File: config.mk
export PLATFORM = sky130hd
export DESIGN_NAME = qarma128_tweak_sched_flat
export DESIGN_NICKNAME = d
export VERILOG_FILES = /design/src/rtl/qarma128_tweak_sched_pkg.sv /design/src/rtl/qarma128_tweak_sched_if.sv /design/src/rtl/qarma128_tweak_step.sv /design/src/rtl/qarma128_tweak_sched.sv /design/src/flat_wrapper.sv
export SDC_FILE = /design/constraint.sdc
export NUM_CORES = 1
export LEC_CHECK = 0
export BUFFER_PORTS_ARGS = -buffer_cell sky130_fd_sc_hd__buf_4
export CORE_AREA = 2 2 135 137
export DETAILED_ROUTE_END_ITERATION = 10
export DIE_AREA = 0 0 137 139
export GPL_TIMING_DRIVEN = 1
export PLACE_DENSITY = 0.82
export SYNTH_ARGS = -nofsm -noshare
export SYNTH_HDL_FRONTEND = slang
export SYNTH_HIERARCHICAL = 1
export SYNTH_SLANG_ARGS = --single-unit
export TNS_END_PERCENT = 100
File: constraint.sdc
create_clock -name clk -period 5 [get_ports clk]
set_input_delay 1 -clock clk [delete_from_list [all_inputs] [get_ports clk]]
set_output_delay 1 -clock clk [all_outputs]
set_load 0.01 [all_outputs]
File: src/rtl/qarma128_tweak_sched_pkg.sv
// qarma128_pkg: shared constants, cell tables, LFSR helpers and state enum for the QARMA-128 tweak schedule
package qarma128_pkg;
  localparam int N = 128;
  localparam int CELL_W = 8;
  localparam int CELLS = N / CELL_W;
  localparam int H [CELLS] = '{6, 5, 14, 15, 0, 1, 2, 3, 7, 12, 13, 4, 8, 9, 10, 11};
  localparam int H_INV [CELLS] = '{4, 5, 6, 7, 11, 1, 0, 8, 12, 13, 14, 15, 9, 10, 2, 3};
  // bit i selects cell i; cells 0,1,3,4,8,11,13
  localparam logic [CELLS-1:0] LFSR_MASK = 16'h291B;
  typedef enum logic [1:0] {IDLE, FWD, BWD} state_e;
  function automatic logic [CELL_W-1:0] lfsr_fwd(input logic [CELL_W-1:0] b);
    return {b[0] ^ b[2], b[7:1]};
  endfunction
  function automatic logic [CELL_W-1:0] lfsr_inv(input logic [CELL_W-1:0] y);
    return {y[6:0], y[7] ^ y[1]};
  endfunction
endpackage

File: src/rtl/qarma128_tweak_sched_if.sv
// qarma128_tweak_sched_if: load request and round-tweak stream between scheduler and round datapath
interface qarma128_tweak_sched_if
  import qarma128_pkg::*;
#(parameter int ROUNDS = 8);
  localparam int RW = $clog2(2 * ROUNDS);
  logic          start_i;
  logic [N-1:0]  tweak_i;
  logic          busy_o;
  logic          tk_valid_o;
  logic          tk_ready_i;
  logic [N-1:0]  tk_o;
  logic [RW-1:0] round_o;
  logic          dir_o;
  logic          done_o;
  logic          err_o;
  modport master (
    output start_i, tweak_i, tk_ready_i,
    input  busy_o, tk_valid_o, tk_o, round_o, dir_o, done_o, err_o
  );
  modport slave (
    input  start_i, tweak_i, tk_ready_i,
    output busy_o, tk_valid_o, tk_o, round_o, dir_o, done_o, err_o
  );
endinterface

File: src/rtl/qarma128_tweak_step.sv
// qarma128_tweak_step: one tweak update, forward (shuffle then LFSR) or inverse (LFSR^-1 then shuffle^-1)
module qarma128_tweak_step
  import qarma128_pkg::*;
(
  input  logic         dir_i,
  input  logic [N-1:0] tk_i,
  output logic [N-1:0] tk_o
);
  logic [N-1:0] shuf, fwd, unl, bwd;
  for (genvar i = 0; i < CELLS; i++) begin : g_cell
    assign shuf[N-1-CELL_W*i -: CELL_W] = tk_i[N-1-CELL_W*H[i] -: CELL_W];
    assign fwd[N-1-CELL_W*i -: CELL_W]  = LFSR_MASK[i] ? lfsr_fwd(shuf[N-1-CELL_W*i -: CELL_W])
                                                       : shuf[N-1-CELL_W*i -: CELL_W];
    assign unl[N-1-CELL_W*i -: CELL_W]  = LFSR_MASK[i] ? lfsr_inv(tk_i[N-1-CELL_W*i -: CELL_W])
                                                       : tk_i[N-1-CELL_W*i -: CELL_W];
    assign bwd[N-1-CELL_W*i -: CELL_W]  = unl[N-1-CELL_W*H_INV[i] -: CELL_W];
  end
  assign tk_o = dir_i ? bwd : fwd;
endmodule

File: src/rtl/qarma128_tweak_sched.sv
// qarma128_tweak_sched: iterative QARMA-128 tweak scheduler, forward then exact reverse walk.
// Optional self-check of the reversal against a T0 shadow under QARMA_TWEAK_CHECK_EN.
module qarma128_tweak_sched
  import qarma128_pkg::*;
#(parameter int ROUNDS = 8)
(
  input  logic clk,
  input  logic rst,
  qarma128_tweak_sched_if.slave bus
);
  localparam int RW = $clog2(2 * ROUNDS);
  localparam logic [RW-1:0] MID  = RW'(ROUNDS - 1);
  localparam logic [RW-1:0] LAST = RW'(2 * ROUNDS - 1);
  state_e        state_q, state_d;
  logic [N-1:0]  tk_q, tk_d, step;
  logic [RW-1:0] idx_q, idx_d;
  logic          done_q, done_d;
  logic          hs, last_hs, load;
  assign load    = state_q == IDLE && bus.start_i;
  assign hs      = state_q != IDLE && bus.tk_ready_i;
  assign last_hs = hs && state_q == BWD && idx_q == LAST;
  qarma128_tweak_step u_step (.dir_i(state_q == BWD), .tk_i(tk_q), .tk_o(step));
  always_comb begin
    state_d = state_q;
    tk_d    = tk_q;
    idx_d   = idx_q;
    done_d  = 1'b0;
    case (state_q)
      IDLE: if (bus.start_i) begin
        state_d = FWD;
        tk_d    = bus.tweak_i;
        idx_d   = '0;
      end
      // the midpoint handshake only advances the index so T_{R-1} is emitted twice
      FWD: if (hs) begin
        idx_d   = idx_q + 1'b1;
        tk_d    = idx_q == MID ? tk_q : step;
        state_d = idx_q == MID ? BWD : FWD;
      end
      BWD: if (hs) begin
        idx_d   = last_hs ? idx_q : idx_q + 1'b1;
        tk_d    = last_hs ? tk_q : step;
        state_d = last_hs ? IDLE : BWD;
        done_d  = last_hs;
      end
      default: state_d = IDLE;
    endcase
  end
  always_ff @(posedge clk or posedge rst) begin
    if (rst) begin
      state_q <= IDLE;
      tk_q    <= '0;
      idx_q   <= '0;
      done_q  <= 1'b0;
    end else begin
      state_q <= state_d;
      tk_q    <= tk_d;
      idx_q   <= idx_d;
      done_q  <= done_d;
    end
  end
  assign bus.busy_o     = state_q != IDLE;
  assign bus.tk_valid_o = state_q != IDLE;
  assign bus.tk_o       = tk_q;
  assign bus.round_o    = idx_q;
  assign bus.dir_o      = state_q == BWD;
  assign bus.done_o     = done_q;
`ifdef QARMA_TWEAK_CHECK_EN
  logic [N-1:0] sh_q;
  logic         err_q;
  always_ff @(posedge clk or posedge rst) begin
    if (rst) begin
      sh_q  <= '0;
      err_q <= 1'b0;
    end else if (load) begin
      sh_q  <= bus.tweak_i;
      err_q <= 1'b0;
    end else if (last_hs && tk_q != sh_q) begin
      err_q <= 1'b1;
    end
  end
  assign bus.err_o = err_q;
`else
  assign bus.err_o = 1'b0;
`endif
endmodule

File: src/flat_wrapper.sv
// flat-port wrapper written by rule: the top's interface ports become plain ports
module qarma128_tweak_sched_flat import qarma128_pkg::*;
#(parameter int ROUNDS = 8)
  (clk, rst, bus_start_i, bus_tweak_i, bus_tk_ready_i, bus_busy_o, bus_tk_valid_o, bus_tk_o, bus_round_o, bus_dir_o, bus_done_o, bus_err_o);
  qarma128_tweak_sched_if #(.ROUNDS(ROUNDS)) bus_i ();
  input  logic clk;
  input  logic rst;
  input wire logic [$bits(bus_i.start_i)-1:0] bus_start_i;
  input wire logic [$bits(bus_i.tweak_i)-1:0] bus_tweak_i;
  input wire logic [$bits(bus_i.tk_ready_i)-1:0] bus_tk_ready_i;
  output wire logic [$bits(bus_i.busy_o)-1:0] bus_busy_o;
  output wire logic [$bits(bus_i.tk_valid_o)-1:0] bus_tk_valid_o;
  output wire logic [$bits(bus_i.tk_o)-1:0] bus_tk_o;
  output wire logic [$bits(bus_i.round_o)-1:0] bus_round_o;
  output wire logic [$bits(bus_i.dir_o)-1:0] bus_dir_o;
  output wire logic [$bits(bus_i.done_o)-1:0] bus_done_o;
  output wire logic [$bits(bus_i.err_o)-1:0] bus_err_o;
  assign bus_i.start_i = bus_start_i;
  assign bus_i.tweak_i = bus_tweak_i;
  assign bus_i.tk_ready_i = bus_tk_ready_i;
  assign bus_busy_o = bus_i.busy_o;
  assign bus_tk_valid_o = bus_i.tk_valid_o;
  assign bus_tk_o = bus_i.tk_o;
  assign bus_round_o = bus_i.round_o;
  assign bus_dir_o = bus_i.dir_o;
  assign bus_done_o = bus_i.done_o;
  assign bus_err_o = bus_i.err_o;
  qarma128_tweak_sched #(.ROUNDS(ROUNDS)) u_core (.clk(clk), .rst(rst), .bus(bus_i));
endmodule
==> impl.org <==
** Run status
- The run finished with clean final reports.

** Clocking
- TritonCTS clock tree :: done
- Buffer cell driving the clock tree root :: sky130_fd_sc_hd__clkbuf_16
- After clock tree synthesis, the clock-pin slew on the worst setup and hold paths is 60 ps.
- Resized cells post-CTS :: 0
- Skew-Pair Late Insertion Delay :: between 400 and 500 ps
- Total clock sinks :: 135
- Clock tree synthesis inserted a total of 17 buffers.
- After clock tree synthesis, the flow added hold-fix buffers numbering 0.
- In this run the deepest clock path goes through 2 buffers.
- CTS HTree Levels :: 4
- After clock tree synthesis, the setup repair step added 0 buffers.

** Logic synthesis
- Synth Cell Area :: about 9200 µm²
- Among all flip-flop cells after synthesis, the most frequent one is sky130_fd_sc_hd__dfrtp_1.
- Summed over its instances, the top area cell type makes up 36.69% of the synthesized netlist area.
- Of all flip-flops after synthesis, the portion carrying an async set or reset was between 90% and 100%.
- Number of distinct library cells after synthesis :: 32
- When the netlist entered floorplanning its net count stood at ~780.
- Largest area contributor in the synthesized netlist :: sky130_fd_sc_hd__dfrtp_1
- Each instance of the synthesized netlist takes up on average between 10 and 15 µm².
- Number of synthesized flops with an enable pin :: 0
- Post-synth top cells :: sky130_fd_sc_hd__mux2_2, sky130_fd_sc_hd__mux2_4, sky130_fd_sc_hd__dfrtp_1
- Yosys attributes the largest share of cell area to sky130_fd_sc_hd__dfrtp_1, sky130_fd_sc_hd__mux2_4, sky130_fd_sc_hd__mux2_2, sky130_fd_sc_hd__buf_12, sky130_fd_sc_hd__xnor2_1.
- Library cell with the highest instance count after synthesis :: sky130_fd_sc_hd__mux2_2
- During synthesis, Yosys emitted a total of 6 warnings.
- Fraction of the yosys area taken by sequential cells :: between 30 and 40%
- After synthesis the netlist holds a flip-flop and latch count of between 100 and 150.
- The cell count after synthesis came out at 638.

** GRT
- First-pass GRT wire length :: about 37000 µm
- The initial antenna violation count is 0.
- Entering global routing, the biggest net connects around 130 pins.
- Number of global-route vias before repair :: 6328
- The total overflow left after global routing is 0.
- Global routing consumed, over all layers together, between 20 and 30% of the routing resources.

** Power
- Power per standard cell area :: ~800 nW/µm²
- The analysis attributes to cell leakage a power of approximately 5.5 nW.
- Worst voltage drop across the vdd grid :: 0.4074 mV

** Worst setup path
- Start point of the critical path :: u_core/state_q[0]
- On the critical path, the stage with the largest delay is an instance of sky130_fd_sc_hd__buf_12.
- For flop-to-flop paths, the worst setup slack is 2270 ps.
- Required time of the critical path :: 5300 ps
- Cell class contributing the biggest share of worst-path delay :: multiplexers
- In this design, the stage delay of the slowest critical-path cell is between 600 and 700 ps.
- Maximum fanout count along the critical path :: approximately 130
- By instance count, the cell type seen most on the critical path is sky130_fd_sc_hd__mux2_2.
- R2R Path End :: u_core/bus.tk_o[50]
- The signal on the critical path passes through inv_1 > ha_4 > buf_12 > mux2_2 > mux2_2 > mux2_4.
- The startpoint identified for the worst register-to-register timing path is u_core/state_q[0].
- Data on the critical path arrives at its endpoint at between 3000 and 4000 ps.
- Crit path buffers/inverters :: 2
- For the worst flop-to-flop path, the logic depth is 6.
- CP startpoint kind :: flop
- The setup path with the least slack is of type reg -> reg.
- The worst setup path is captured at a flop.

** Timing
- Number of max-slew violations in the final report :: 0
- For the pin with the worst max-slew slack, the measured transition is 1041 ps.
- Setup repair after global routing left no endpoint under its margin.
- Rel. slew slack :: a little under a third
- Worst hold margin :: approximately 570 ps
- Setup Total Neg Slack :: 0 ps
- Maximum clock skew at final layout :: 10.04 ps
- Highest Clock Rate :: about 370 MHz
- The smallest clock period supported by the final layout is computed as 2725 ps.
- Final setup viols :: 0
- Of the available clock period, the critical path in the final layout requires between 50% and 60%.
- Number of failing hold endpoints at the final stage :: 0

** Die
- around 270 I/O pins were placed.
- The initialized floorplan defines between 40 and 50 standard-cell rows.
- From left edge to right edge, the die measures 137 µm.
- The die covers 19040 µm².
- Measured along the y axis, the die boundary spans roughly 140 µm.
- For this configuration, the core starts out at a cell density of 52.15%.
- After floorplanning, the core was sized to cover between 15000 and 20000 µm².

** Placement
- Detailed placement ended at an HPWL of around 17000 µm.
- Port buffering added about 270 buffers.
- Placed insts :: around 1100
- At the end of routability-driven placement, the weighted congestion stood at 0.8449.

** Finish
- Count of non-filler cells in the finished layout :: 1123
- Share of layout cells above drive strength 1 :: between 70 and 80%
- Cells fill 66.31% of the core in the end.
- P&R area growth vs syn :: 27.16%
- Multi-input gate area in the final layout :: around 5400 µm²
- In the final layout, flip-flops and latches occupy about 3400 µm².
- Final #Nets :: ~1000
- Inserted Diodes :: 0
- The layout has around 1400 filler cells.

** Route
- Number of iterations in the first detailed-routing pass :: 5
- Summing over every cut layer, the via total after detailed routing is 6113.
- DRT Wirelength :: between 20000 and 25000 µm
- In the routed design, unresolved DRC markers number 0.
- In this run the remaining antenna-violating nets after routing total 0.
- Dividing the detail-routed wire length by the instance count gives ~22 µm.
- The detailed router finished its first iteration with 328 violations.
- Vias per cell :: around 5.4

** Hold path
- Counting instances, the worst hold path has a depth of 1.
- For hold timing, the worst endpoint is u_core/bus.tk_o[56].
- HP Class :: reg -> reg
- Startpoint of the lowest-slack hold path :: u_core/bus.tk_o[56]

** Job
- Max Cap Violations :: 0
layer usage:
metal	wire [µm]	track usage, %	vias up
li1	-	-	2814
met1	10770	34.12	3068
met2	11390	40.06	208
met3	1641	6.871	23
met4	342	5.806	0
met5	0	0	-
stage by stage:
step           setup WS, ps  cell area [µm²]  total power [W]
6_report               2275            11710         0.009326
5_1_grt                2166            11710         0.009827
4_1_cts                2304            11710         0.009384
3_5_place_dp           2098            11150         0.008165
3_3_place_gp           2157            11150         0.008028
2_1_floorplan         388.9             9208         0.006631
report_power, final:
group	internal [W]	leakage [nW]	total (W)	switching (W)
logic	0.00361	3.62	0.00556	0.00195
clock network	0.000700	0.269	0.00120	0.000496
registers	0.00169	1.59	0.00257	0.000883
layout make-up:
class,instances,area share (%)
clock inverters,14,1.058
multi-input cells,449,45.79
clock buffers,18,3.751
well taps,229,2.447
repair buffers,272,17.87
flip-flops and latches,135,28.85
inverters,6,0.2351
state kept, by name, summed over array words and instances (netlist names):
| register | cells |
|---|---|
| u_core/bus.done_o | 1 |
| u_core/bus.tk_o | 128 |
| u_core/state_q | 2 |
| u_core/bus.round_o | 4 |
worst max-delay path by stage:
stage                     endpoint  slack [ps]  cells past startpoint
2_1_floorplan    u_core/bus.done_o         390                      1
3_3_place_gp    u_core/bus.tk_o[4]        2160                      6
3_5_place_dp    u_core/bus.tk_o[1]        2100                      6
4_1_cts        u_core/bus.tk_o[33]        2300                      6
5_1_grt         u_core/bus.tk_o[1]        2170                      6
6_report       u_core/bus.tk_o[50]        2270                      6
logic make-up (layout without fill, tap and decap cells):
group	after synthesis	in the layout	share of synthesized area [%]
compound gates	29	29	1.998
xor+xnor	14	14	1.332
fa+ha+maj	5	5	0.6794
buf+inv	54	310	5.354
flops	135	135	36.69
mux	370	370	52.26
other cells	1	1	0.04073
simple gates	30	30	1.644
worst register-to-register path, cell delays in order, from the launching register on:
cell                      delay, ps
sky130_fd_sc_hd__dfrtp_1        410
sky130_fd_sc_hd__inv_1          170
sky130_fd_sc_hd__ha_4           370
sky130_fd_sc_hd__buf_12         640
sky130_fd_sc_hd__mux2_2         500
sky130_fd_sc_hd__mux2_2         270
sky130_fd_sc_hd__mux2_4         250
placed cells by master, fill, tap and decap left out, types with 4 or more instances in the layout:
master,n
sky130_fd_sc_hd__buf_4,268
sky130_fd_sc_hd__clkinvlp_4,4
sky130_fd_sc_hd__nand2_1,12
sky130_fd_sc_hd__dfrtp_1,135
sky130_fd_sc_hd__a21oi_1,8
sky130_fd_sc_hd__inv_6,5
sky130_fd_sc_hd__clkbuf_16,17
sky130_fd_sc_hd__mux2_2,198
sky130_fd_sc_hd__xnor2_1,14
sky130_fd_sc_hd__mux2_4,172
sky130_fd_sc_hd__o21ai_0,13
sky130_fd_sc_hd__inv_1,5
sky130_fd_sc_hd__nor2_1,9
sky130_fd_sc_hd__clkinv_2,4
sky130_fd_sc_hd__buf_12,4
Power figures use the tool's default switching activity.
